$ cat src/rtl/mvu_job_queue.sv
// mvu_job_queue: descriptor FIFO feeding a matrix-vector unit. Jobs are popped
// in order, presented on cfg_desc, started with a one-cycle pulse and then
// supervised until the MVU reports done or a watchdog expires.
module mvu_job_queue #(
    parameter int DEPTH   = 4,
    parameter int BCNTDWN = 29,
    parameter int BPREC   = 6,
    parameter int BBWADDR = 9,
    parameter int BBDADDR = 15,
    parameter int WDOG    = 4096,
    localparam int DW     = BCNTDWN + 3*BPREC + BBWADDR + 2*BBDADDR,
    localparam int LW     = $clog2(DEPTH+1)
) (
    input  logic          clk,
    input  logic          rst,
    input  logic          enable,
    input  logic          push_valid,
    output logic          push_ready,
    input  logic [DW-1:0] push_desc,
    output logic [DW-1:0] cfg_desc,
    output logic          mvu_start,
    input  logic          mvu_done,
    output logic          busy,
    output logic [LW-1:0] level,
    output logic          irq,
    input  logic          irq_clr,
    output logic          err,
    input  logic          err_clr,
    output logic [15:0]   jobs_done
);

    localparam int PW = (DEPTH > 1) ? $clog2(DEPTH) : 1;
    localparam int WW = $clog2(WDOG+1);

    typedef enum logic [1:0] {
        S_IDLE,
        S_LOAD,
        S_START,
        S_RUN
    } state_t;

    state_t        r_state;
    state_t        w_next;

    logic [DW-1:0] r_mem [DEPTH];
    logic [PW-1:0] r_wptr;
    logic [PW-1:0] r_rptr;
    logic [LW-1:0] r_level;
    logic [WW-1:0] r_wdog;
    logic [DW-1:0] r_cfg;
    logic [15:0]   r_jobs;
    logic          r_irq;
    logic          r_err;

    logic          w_push_ready;
    logic          w_push;
    logic          w_pop;
    logic          w_done_ok;
    logic          w_timeout;

    // Ready looks only at the registered level, so a same-cycle pop never frees a slot.
    assign w_push_ready = (r_level < LW'(DEPTH));
    assign w_push       = push_valid & w_push_ready;
    assign w_pop        = (r_state == S_LOAD);
    // A done on the expiry cycle wins over the timeout.
    assign w_done_ok    = (r_state == S_RUN) & mvu_done;
    assign w_timeout    = (r_state == S_RUN) & ~mvu_done & (r_wdog == WW'(WDOG-1));

    assign push_ready = w_push_ready;
    assign level      = r_level;
    assign cfg_desc   = r_cfg;
    assign jobs_done  = r_jobs;
    assign irq        = r_irq;
    assign err        = r_err;

    // FSM state register.
    always_ff @(posedge clk or posedge rst) begin
        if (rst) r_state <= S_IDLE;
        else     r_state <= w_next;
    end

    // FSM next-state logic; enable only gates leaving IDLE, never aborts a job.
    always_comb begin
        w_next = r_state;
        case (r_state)
            S_IDLE:  if (enable && (r_level != '0)) w_next = S_LOAD;
            S_LOAD:  w_next = S_START;
            S_START: w_next = S_RUN;
            S_RUN:   if (w_done_ok || w_timeout) w_next = S_IDLE;
            default: w_next = S_IDLE;
        endcase
    end

    // FSM outputs decoded from the registered state.
    always_comb begin
        mvu_start = 1'b0;
        busy      = 1'b0;
        case (r_state)
            S_IDLE:  busy = 1'b0;
            S_LOAD:  busy = 1'b1;
            S_START: begin
                busy      = 1'b1;
                mvu_start = 1'b1;
            end
            S_RUN:   busy = 1'b1;
            default: busy = 1'b0;
        endcase
    end

    // Descriptor storage; contents are don't-care until written.
    always_ff @(posedge clk) begin
        if (w_push) r_mem[r_wptr] <= push_desc;
    end

    // Pointers and occupancy; pointers wrap naturally since DEPTH is a power of two.
    always_ff @(posedge clk or posedge rst) begin
        if (rst) begin
            r_wptr  <= '0;
            r_rptr  <= '0;
            r_level <= '0;
        end else begin
            if (w_push) r_wptr <= r_wptr + PW'(1);
            if (w_pop)  r_rptr <= r_rptr + PW'(1);
            case ({w_push, w_pop})
                2'b10:   r_level <= r_level + LW'(1);
                2'b01:   r_level <= r_level - LW'(1);
                default: r_level <= r_level;
            endcase
        end
    end

    // Active job descriptor, captured only while popping the head.
    always_ff @(posedge clk or posedge rst) begin
        if (rst)        r_cfg <= '0;
        else if (w_pop) r_cfg <= r_mem[r_rptr];
    end

    // Watchdog: cleared at start, counts RUN cycles.
    always_ff @(posedge clk or posedge rst) begin
        if (rst)                    r_wdog <= '0;
        else if (r_state == S_START) r_wdog <= '0;
        else if (r_state == S_RUN)   r_wdog <= r_wdog + WW'(1);
    end

    // Completion counter and sticky flags; a set beats a same-cycle clear.
    always_ff @(posedge clk or posedge rst) begin
        if (rst) begin
            r_jobs <= '0;
            r_irq  <= 1'b0;
            r_err  <= 1'b0;
        end else begin
            if (w_done_ok) begin
                r_jobs <= r_jobs + 16'd1;
                r_irq  <= 1'b1;
            end else if (irq_clr) begin
                r_irq  <= 1'b0;
            end
            if (w_timeout)    r_err <= 1'b1;
            else if (err_clr) r_err <= 1'b0;
        end
    end

endmodule

$ cat config.mk
export PLATFORM = sky130hd
export DESIGN_NAME = mvu_job_queue
export DESIGN_NICKNAME = d
export VERILOG_FILES = /design/src/rtl/mvu_job_queue.sv
export SDC_FILE = /design/constraint.sdc
export NUM_CORES = 1
export LEC_CHECK = 0
export CORE_UTILIZATION = 31
export DETAILED_ROUTE_END_ITERATION = 16
export GPL_TIMING_DRIVEN = 0
export PLACE_DENSITY_LB_ADDON = 0.08
export SLEW_MARGIN = 30
export SYNTH_ARGS = -nofsm -noshare
export SYNTH_HDL_FRONTEND = slang
export SYNTH_SLANG_ARGS = --single-unit
$ cat constraint.sdc
create_clock -name clk -period 5.4 [get_ports clk]
set_input_delay 1.62 -clock clk [delete_from_list [all_inputs] [get_ports clk]]
set_output_delay 1.62 -clock clk [all_outputs]
set_load 0.02 [all_outputs]
---- After elaboration in Yosys (flattened, before gate mapping) ----
Memory sizes are Yosys's and may differ from the RTL's. A register that Yosys moved wholly into a read port is not among the register bits.
Index checks and enable logic that the tools add are counted.
operators by class
  add/subtract/negate cells ............... 6
  $mul .................................... 0
  divide/modulo/power cells ............... 0
  order comparisons ....................... 1
  equal/unequal tests ..................... 8
  shift-type cells ........................ 0
  muxes and demuxes ....................... 14
  bitwise operators ....................... 5
  reductions and logical operators ........ 10
operators with widths
  operator                                                             number
  13-bit 2-to-1 mux                                                    2
  16-bit by 1-bit adder with 16-bit output (second input constant)     1
  13-bit by 1-bit adder with 13-bit output (second input constant)     1
  13-bit by 12-bit == test with 1-bit output (second input constant)   1
  2-bit case mux with 4 select lines                                   1
  2-bit nonzero test                                                   4
  1-bit 2-to-1 mux                                                     7
  2-bit == test (second input constant)                                3
  3-bit case mux with 2 select lines                                   1
  2-bit by 1-bit adder with 2-bit output (second input constant)       2
  1-bit bitwise AND                                                    4
  2-bit by 1-bit == test with 1-bit output (second input constant)     2
  2-bit 2-to-1 mux                                                     2
  3-bit by 1-bit adder with 3-bit output (second input constant)       1
  3-bit < comparator (second input constant)                           1
  3-bit nonzero test                                                   1
  3-bit OR reduction                                                   1
  3-bit by 1-bit subtractor with 3-bit output (second input constant)  1
  2-bit zero test                                                      1
  2-bit by 1-bit != test with 1-bit output (second input constant)     1
  2-bit != test (second input constant)                                1
  1-bit case mux with 2 select lines                                   1
  2-bit AND reduction                                                  1
  1-bit logical AND                                                    1
  other kinds (2)                                                      2
word-level totals
  register bits after elaboration ......... 40
  latch bits .............................. 0
  bits in writable memories ............... 344
  memory bits (read-only) ................. 0
  input port bits ......................... 93
  output and inout bits ................... 110
  logic and storage cells ................. 53
  memories kept ........................... 1
memory list
  memory  words  width  read ports  clocked after memory_dff  write ports  RTL line  source
  r_mem   4      86     1           1                         1            45        logic [DW-1:0] r_mem [DEPTH];

---- Longest topological paths before layout ----
  depth in word-level cells ............... 6
  gate-level depth with buffers ........... 9
  mapped depth without buffers ............ 8

---- Worst setup path before layout ----
Ideal clock, no wire load.
  path type ............................... in2reg
  from .................................... input push_valid
  to ...................................... memory r_mem[0][0] in the netlist's numbering (enable)
  library setup time ...................... 0.454 ns
  arrival time ............................ 3.991 ns
  data required time ...................... 4.946 ns
  path slack .............................. 0.955 ns
  cell stages on the path ................. 3
  path buffers ............................ 1
  path through ............................ nor2b_1 > clkbuf_1 > and2_1
between the ends
  word-level cells in the longest chain between the ends .. 3
ends and longest elaborated chain
  element                                 RTL line  source
  from (decl)                             17        input logic push_valid,
  1-bit bitwise AND                       63        assign w_push = push_valid & w_push_ready;
  1-bit 2-to-1 mux                        112       if (w_push) r_mem[r_wptr] <= push_desc;
  1-bit 2-to-1 mux (implied by the code)  112
  to (decl)                               45
No other way between the ends.

---- Worst setup path in the final report ----
  from .................................... register r_state[0]
  to ...................................... output mvu_start
between the ends
  word-level cells in the longest chain between the ends .. 2
ends and longest elaborated chain
  element                 RTL line  source
  from (decl)             42        state_t r_state;
  from (signal assigned)  79        else r_state <= w_next;
  2-bit == test           98        case (r_state)
  1-bit 2-to-1 mux        98
  to (decl)               21        output logic mvu_start,
No other way between the ends.

==> metrics.md <==
| Metric | Value |
|---|---|
| EDFF count, synth | `344` |
| CP max-delay cell | `clkdlybuf4s50_1` |
| Worst-path maximum fanout | `7` |
| Crit path required time | `~3.8 ns` |
| Max_cap viols | `0` |
| Top cells by area, synth | `edfxtp_1 59%, dfrtp_1 18%, mux4_2 11%` |
| Post-route ant nets | `0` |
| Endpoints failing setup | `0` |
| DRC viols | `0` |
| Worst Max-Slew Pin Slew | `between 0.7 and 0.8 ns` |
| CTS Hold Buffers Added | `0` |
| Vias/cell | `about 4.5` |
| Worst min path class | `reg -> reg` |
| Initial Util | `between 30% and 40%` |
| R2R Setup Slk | `approximately 2.9 ns` |
| Critical Path Start Type | `register` |
| Die height | `between 200 and 250 um` |
| GRT Util Overall | `between 10% and 20%` |
| Chip width | `240 um` |
| Fraction of layout cells with a size suffix above 1 | `roughly a quarter` |
| Cell Rows | `86` |
| Sequential fraction of the synthesis area | `a little under 80%` |
| Leading cell types in the layout, fill and taps excluded | `344 x edfxtp_1, 202 x clkdlybuf4s50_1, 126 x dfrtp_1, 86 x mux4_2, 85 x mux2_2` |
| Initial antenna violation count | `5` |
| Detailed Place HPWL | `23,600 um` |
| Slew Limit Fails | `0` |
| DRT iter0 DRCs | `between 400 and 500` |
| Syn Inst Count | `818` |
| Floorplan core area | `55,500 sq um` |
| Clk_lat worst skew | `roughly 0.6 ns` |
| Clk buf depth | `3` |
| P&R area growth vs syn | `28.0%` |
| Cell Pwr Density | `roughly 560 nW/um^2` |
| IO Pins | `just over 200` |
| CTS HTree Levels | `2` |
| Reg2Reg Depth | `6` |
| Vias in the first global route | `between 9,000 and 10,000` |
| RSZ-0062 raised after global routing | `false` |
| CTS tree | `built` |
| Final Hold Fails | `0` |
| Netlist area before placement | `17,500 sq um` |
| Lkg Pwr | `roughly 7.7 nW` |
| Total gr overflow | `0` |
| DR WL/cell | `approximately 21 um` |
| Setup TNS | `0 ns` |
| DR WL met2 | `19,100 um` |
| Pin count of the biggest net entering global routing | `69` |
| Syn Nets | `924` |
| DR top layer | `met5` |
| Most common cell after layout, fill and taps aside | `edfxtp_1` |
| Period utilization | `between 60% and 70%` |
| Clock skew | `~0.017 ns` |
| Top FF cell, synth | `edfxtp_1` |
| Minimum clock period | `between 3 and 4 ns` |
| Met3 Routed Length | `about 2500 um` |
| Warnings, synthesis | `0` |
| Dominant cell type by area after synthesis | `edfxtp_1` |
| Synth async-reset ratio | `around 27%` |
| Diodes inserted | `0` |
| Vias | `8,485` |
| WHS Path Cells | `1` |
| WS Path Type | `reg -> out` |
| Distinct cells, synth | `36` |
| Layout net count | `about 1,200` |
| #FFs+latches synth | `470` |
| WL met1 | `between 15,000 and 20,000 um` |
| CTS Root Buffer Type | `clkbuf_16` |
| Post-CTS Resized | `0` |
| Crit path DAT | `2.11 ns` |
| F_max | `around 0.27 GHz` |
| 1st-pass router iterations | `4` |
| Status | `complete, no violations` |
| Post-synth top area share | `about three fifths` |
| Max IR drop VDD | `between 200 and 250 uV` |
| Synthesized area per cell | `roughly 21 sq um` |
| Final Worst Setup Slack | `between 1.5 and 2 ns` |
| Number of port buffers | `around 200` |
| Worst-path clk slew | `0.06 ns` |
| Crit-path max cell delay | `between 0.6 and 0.7 ns` |
| Critical Path End Type | `primary output` |
| Post-CTS Setup Inserts | `0` |
| Die area | `57,600 sq um` |
| RePlAce Congestion | `~0.70` |
| Clk sinks | `470` |
| Placement Setup Slack | `around 1.2 ns` |
| Final WL | `between 30,000 and 40,000 um` |
| Crit-path cells | `inv_1 > ha_1 > clkdlybuf4s50_1` |
| Slew HR | `49.3%` |
| First-pass GRT wire length | `slightly below 60,000 um` |
| TritonCTS Buffers | `between 50 and 60` |
-- registers in the layout, summed over array words and instances, names as in the netlist --
signal	count
jobs_done	16
r_rptr	2
r_wdog	13
level	3
cfg_desc	86
irq	1
err	1
r_wptr	2
r_state	2
r_mem	344
-- report_power, final --
part	internal, mW	leakage [nW]	switching (mW)	total [mW]
registers	4.69	4.65	0.311	5.00
clock network	2.09	0.827	1.41	3.50
logic	2.05	2.26	1.97	4.02
-- through the flow --
step           cell area [sq um]  utilization, %  std cells  hold WS [ns]  power, mW
4_1_cts                    22500            40.5       1875         0.483       12.8
5_1_grt                    22500            40.5       1875         0.499       13.2
2_1_floorplan              17500               -        818         0.502       7.53
6_report                   22500            40.5       1875         0.470       12.5
3_3_place_gp               20500            36.9       1768         0.466       9.22
3_5_place_dp               20800            37.4       1777         0.475       9.26
-- cell usage after synthesis, types with 6 or more instances --
master and number:
edfxtp_1 344, dfrtp_1 126, mux4_2 86, mux2_2 85, xnor2_1 25, inv_1 18
nor2_1 17, nand2_1 15, clkbuf_1 14, buf_2 13, ha_1 12, nand4_1 8
nand3_1 6, nor3_1 6, xor2_1 6
-- cell families after synthesis --
group	synth area share (%)
adder cells (fa/ha/maj)	0.970
AND/OR/NAND/NOR	1.85
flip-flops	76.8
multiplexers	16.9
XOR/XNOR	1.55
AO/OA/AOI/OAI	0.357
buffers and inverters	1.53
-- cell type report --
type	instances	area (sq um)
fillers	5068	33100
inverters	18	75.1
clock inverters	22	221
clock buffers	76	1470
plain buffers	33	200
multi-input cells	297	3810
flip-flops and latches	470	13500
repair buffers	211	2270
well taps	748	936
-- worst max-delay path, delay by kind of cell, from the launching register on --
kind,cells,cell delay [ns]
buffers and inverters,2,0.79
flip-flops,1,0.40
adder cells (fa/ha/maj),1,0.34
-- per-layer routing --
layer  global-route usage [%]  vias to the layer above
met4                     4.52                        8
met5                        0                        -
met2                     22.9                      198
met3                     3.89                       62
li1                         -                     3785
met1                     17.6                     4432
-- path summary, 6_finish.rpt --
path | start | to
max in group asynchronous | rst | cfg_desc[53]
worst max register to register | r_state[1] | cfg_desc[76]
worst min register to register | jobs_done[15] | jobs_done[15]
worst min-delay path | jobs_done[15] | jobs_done[15]
worst max-delay path | r_state[0] | mvu_start
min in group asynchronous | rst | cfg_desc[74]
(Power assumes the default switching activity.)
==> patch, RTL diff (same flow settings) <==
The parameter `WDOG` goes from 4096 to 2048.
--- a/src/rtl/mvu_job_queue.sv
+++ b/src/rtl/mvu_job_queue.sv
@@ -9,3 +9,3 @@
     parameter int BBDADDR = 15,
-    parameter int WDOG    = 4096,
+    parameter int WDOG    = 2048,
     localparam int DW     = BCNTDWN + 3*BPREC + BBWADDR + 2*BBDADDR,
Formal check against the unedited RTL: no difference found for any inputs over 4 cycles, from zero or initial values and one cycle with rst high; that may be too few to reach the edited logic, so the function may still have changed.
==> patch against the unedited design <==
  * Clock power fell by 4%
  * Design area fell by 0.47%
  * Critical path depth did not move
  * Sequential cell count fell by 1
  * Die area fell by 0.25%
  * Routed wire length fell by 0.47%
  * Synthesized area fell by 0.25%
  * Core utilization fell by 0.11 points
  * Worst hold slack got worse by 0.0011 ns
  * Fmax rose by 1.3%
  * Power fell by 1.3%
  * Sequential power barely moved
  * Sequential share of layout area rose by 0.17 points
  * Setup slack improved by 0.049 ns
  * Largest power group unchanged
==> patch: results (changes against the unedited design) <==
Status: finished clean (unchanged)
Yosys cell types: 33 (was 36)
DRT Wirelength: 38,600 um (was 38,800 um)
Pre-CTS setup slack: 1.51 ns (was 1.24 ns)
Commonest cells in the synthesized netlist: 344 x edfxtp_1, 125 x dfrtp_1, 86 x mux4_2 (was 344 x edfxtp_1, 126 x dfrtp_1, 86 x mux4_2)
First-pass GRT wire length: 58,300 um (was 58,500 um)
Internal: 8700 uW (was 8830 uW)
TritonCTS Buffers: 52 (was 53)
Vias per cell: 4.49 (was 4.53)
Fill cells: 5,035 (was 5,068)
Cell total after placement: 1,776 (was 1,777)
Placed cell area: 20,700 um2 (was 20,800 um2)
Synth Area per Inst: 21.5 um2 (about the same)
Fraction of layout cells with a size suffix above 1: 24.7% (was 25.2%)
Post-synthesis net count: 920 (was 924)
Dpl hpwl: 24,300 um (was 23,600 um)
1st-iter DRT viols: 342 (was 426)
Fin nets: 1,188 (was 1,190)
Worst slew pin tran: 0.875 ns (was 0.761 ns)
Gate power share: 32.5% (was 32.1%)
Crit Path Max Fanout: 6 (was 7)
R2R Setup Slk: 2.81 ns (was 2.85 ns)
Asr flop ratio synth: 26.7% (was 26.8%)
Critical R2R Capture: cfg_desc[62]$_DFFE_PP0P_ (was cfg_desc[76]$_DFFE_PP0P_)
Area Growth Syn to Fin: 27.7% (was 28.0%)
Largest net degree at the start of global routing: 57 (was 69)
-- patch: per-layer routing --
metal  track usage [%]  up-vias  wire (um)
met1              17.7     4363      16800
met3              3.69       69       2190
met5                 0        -         64
met2              22.5      183      18700
met4              4.58       10        860
li1                  -     3781          -
-- patch: area by class of cell --
class / instances / share of cell area (%)
inverters: 16 / 0.302
clock buffers: 77 / 6.56
multi-input cells: 296 / 17.0
plain buffers: 33 / 0.895
diodes: 1 / 0.0112
well taps: 748 / 4.19
repair buffers: 214 / 10.3
clock inverters: 19 / 0.638
flip-flops and latches: 469 / 60.2
-- patch: cell families (layout without fill, tap and decap cells) --
group / count (synthesis) / in the layout / share of synthesized area (%)
other cells: 0 / 1 / 0
fa+ha+maj: 13 / 13 / 0.972
mux: 177 / 177 / 17.0
compound gates: 8 / 8 / 0.293
buf+inv: 49 / 359 / 1.49
xor+xnor: 31 / 31 / 1.55
simple gates: 67 / 67 / 1.85
flops: 469 / 469 / 76.9
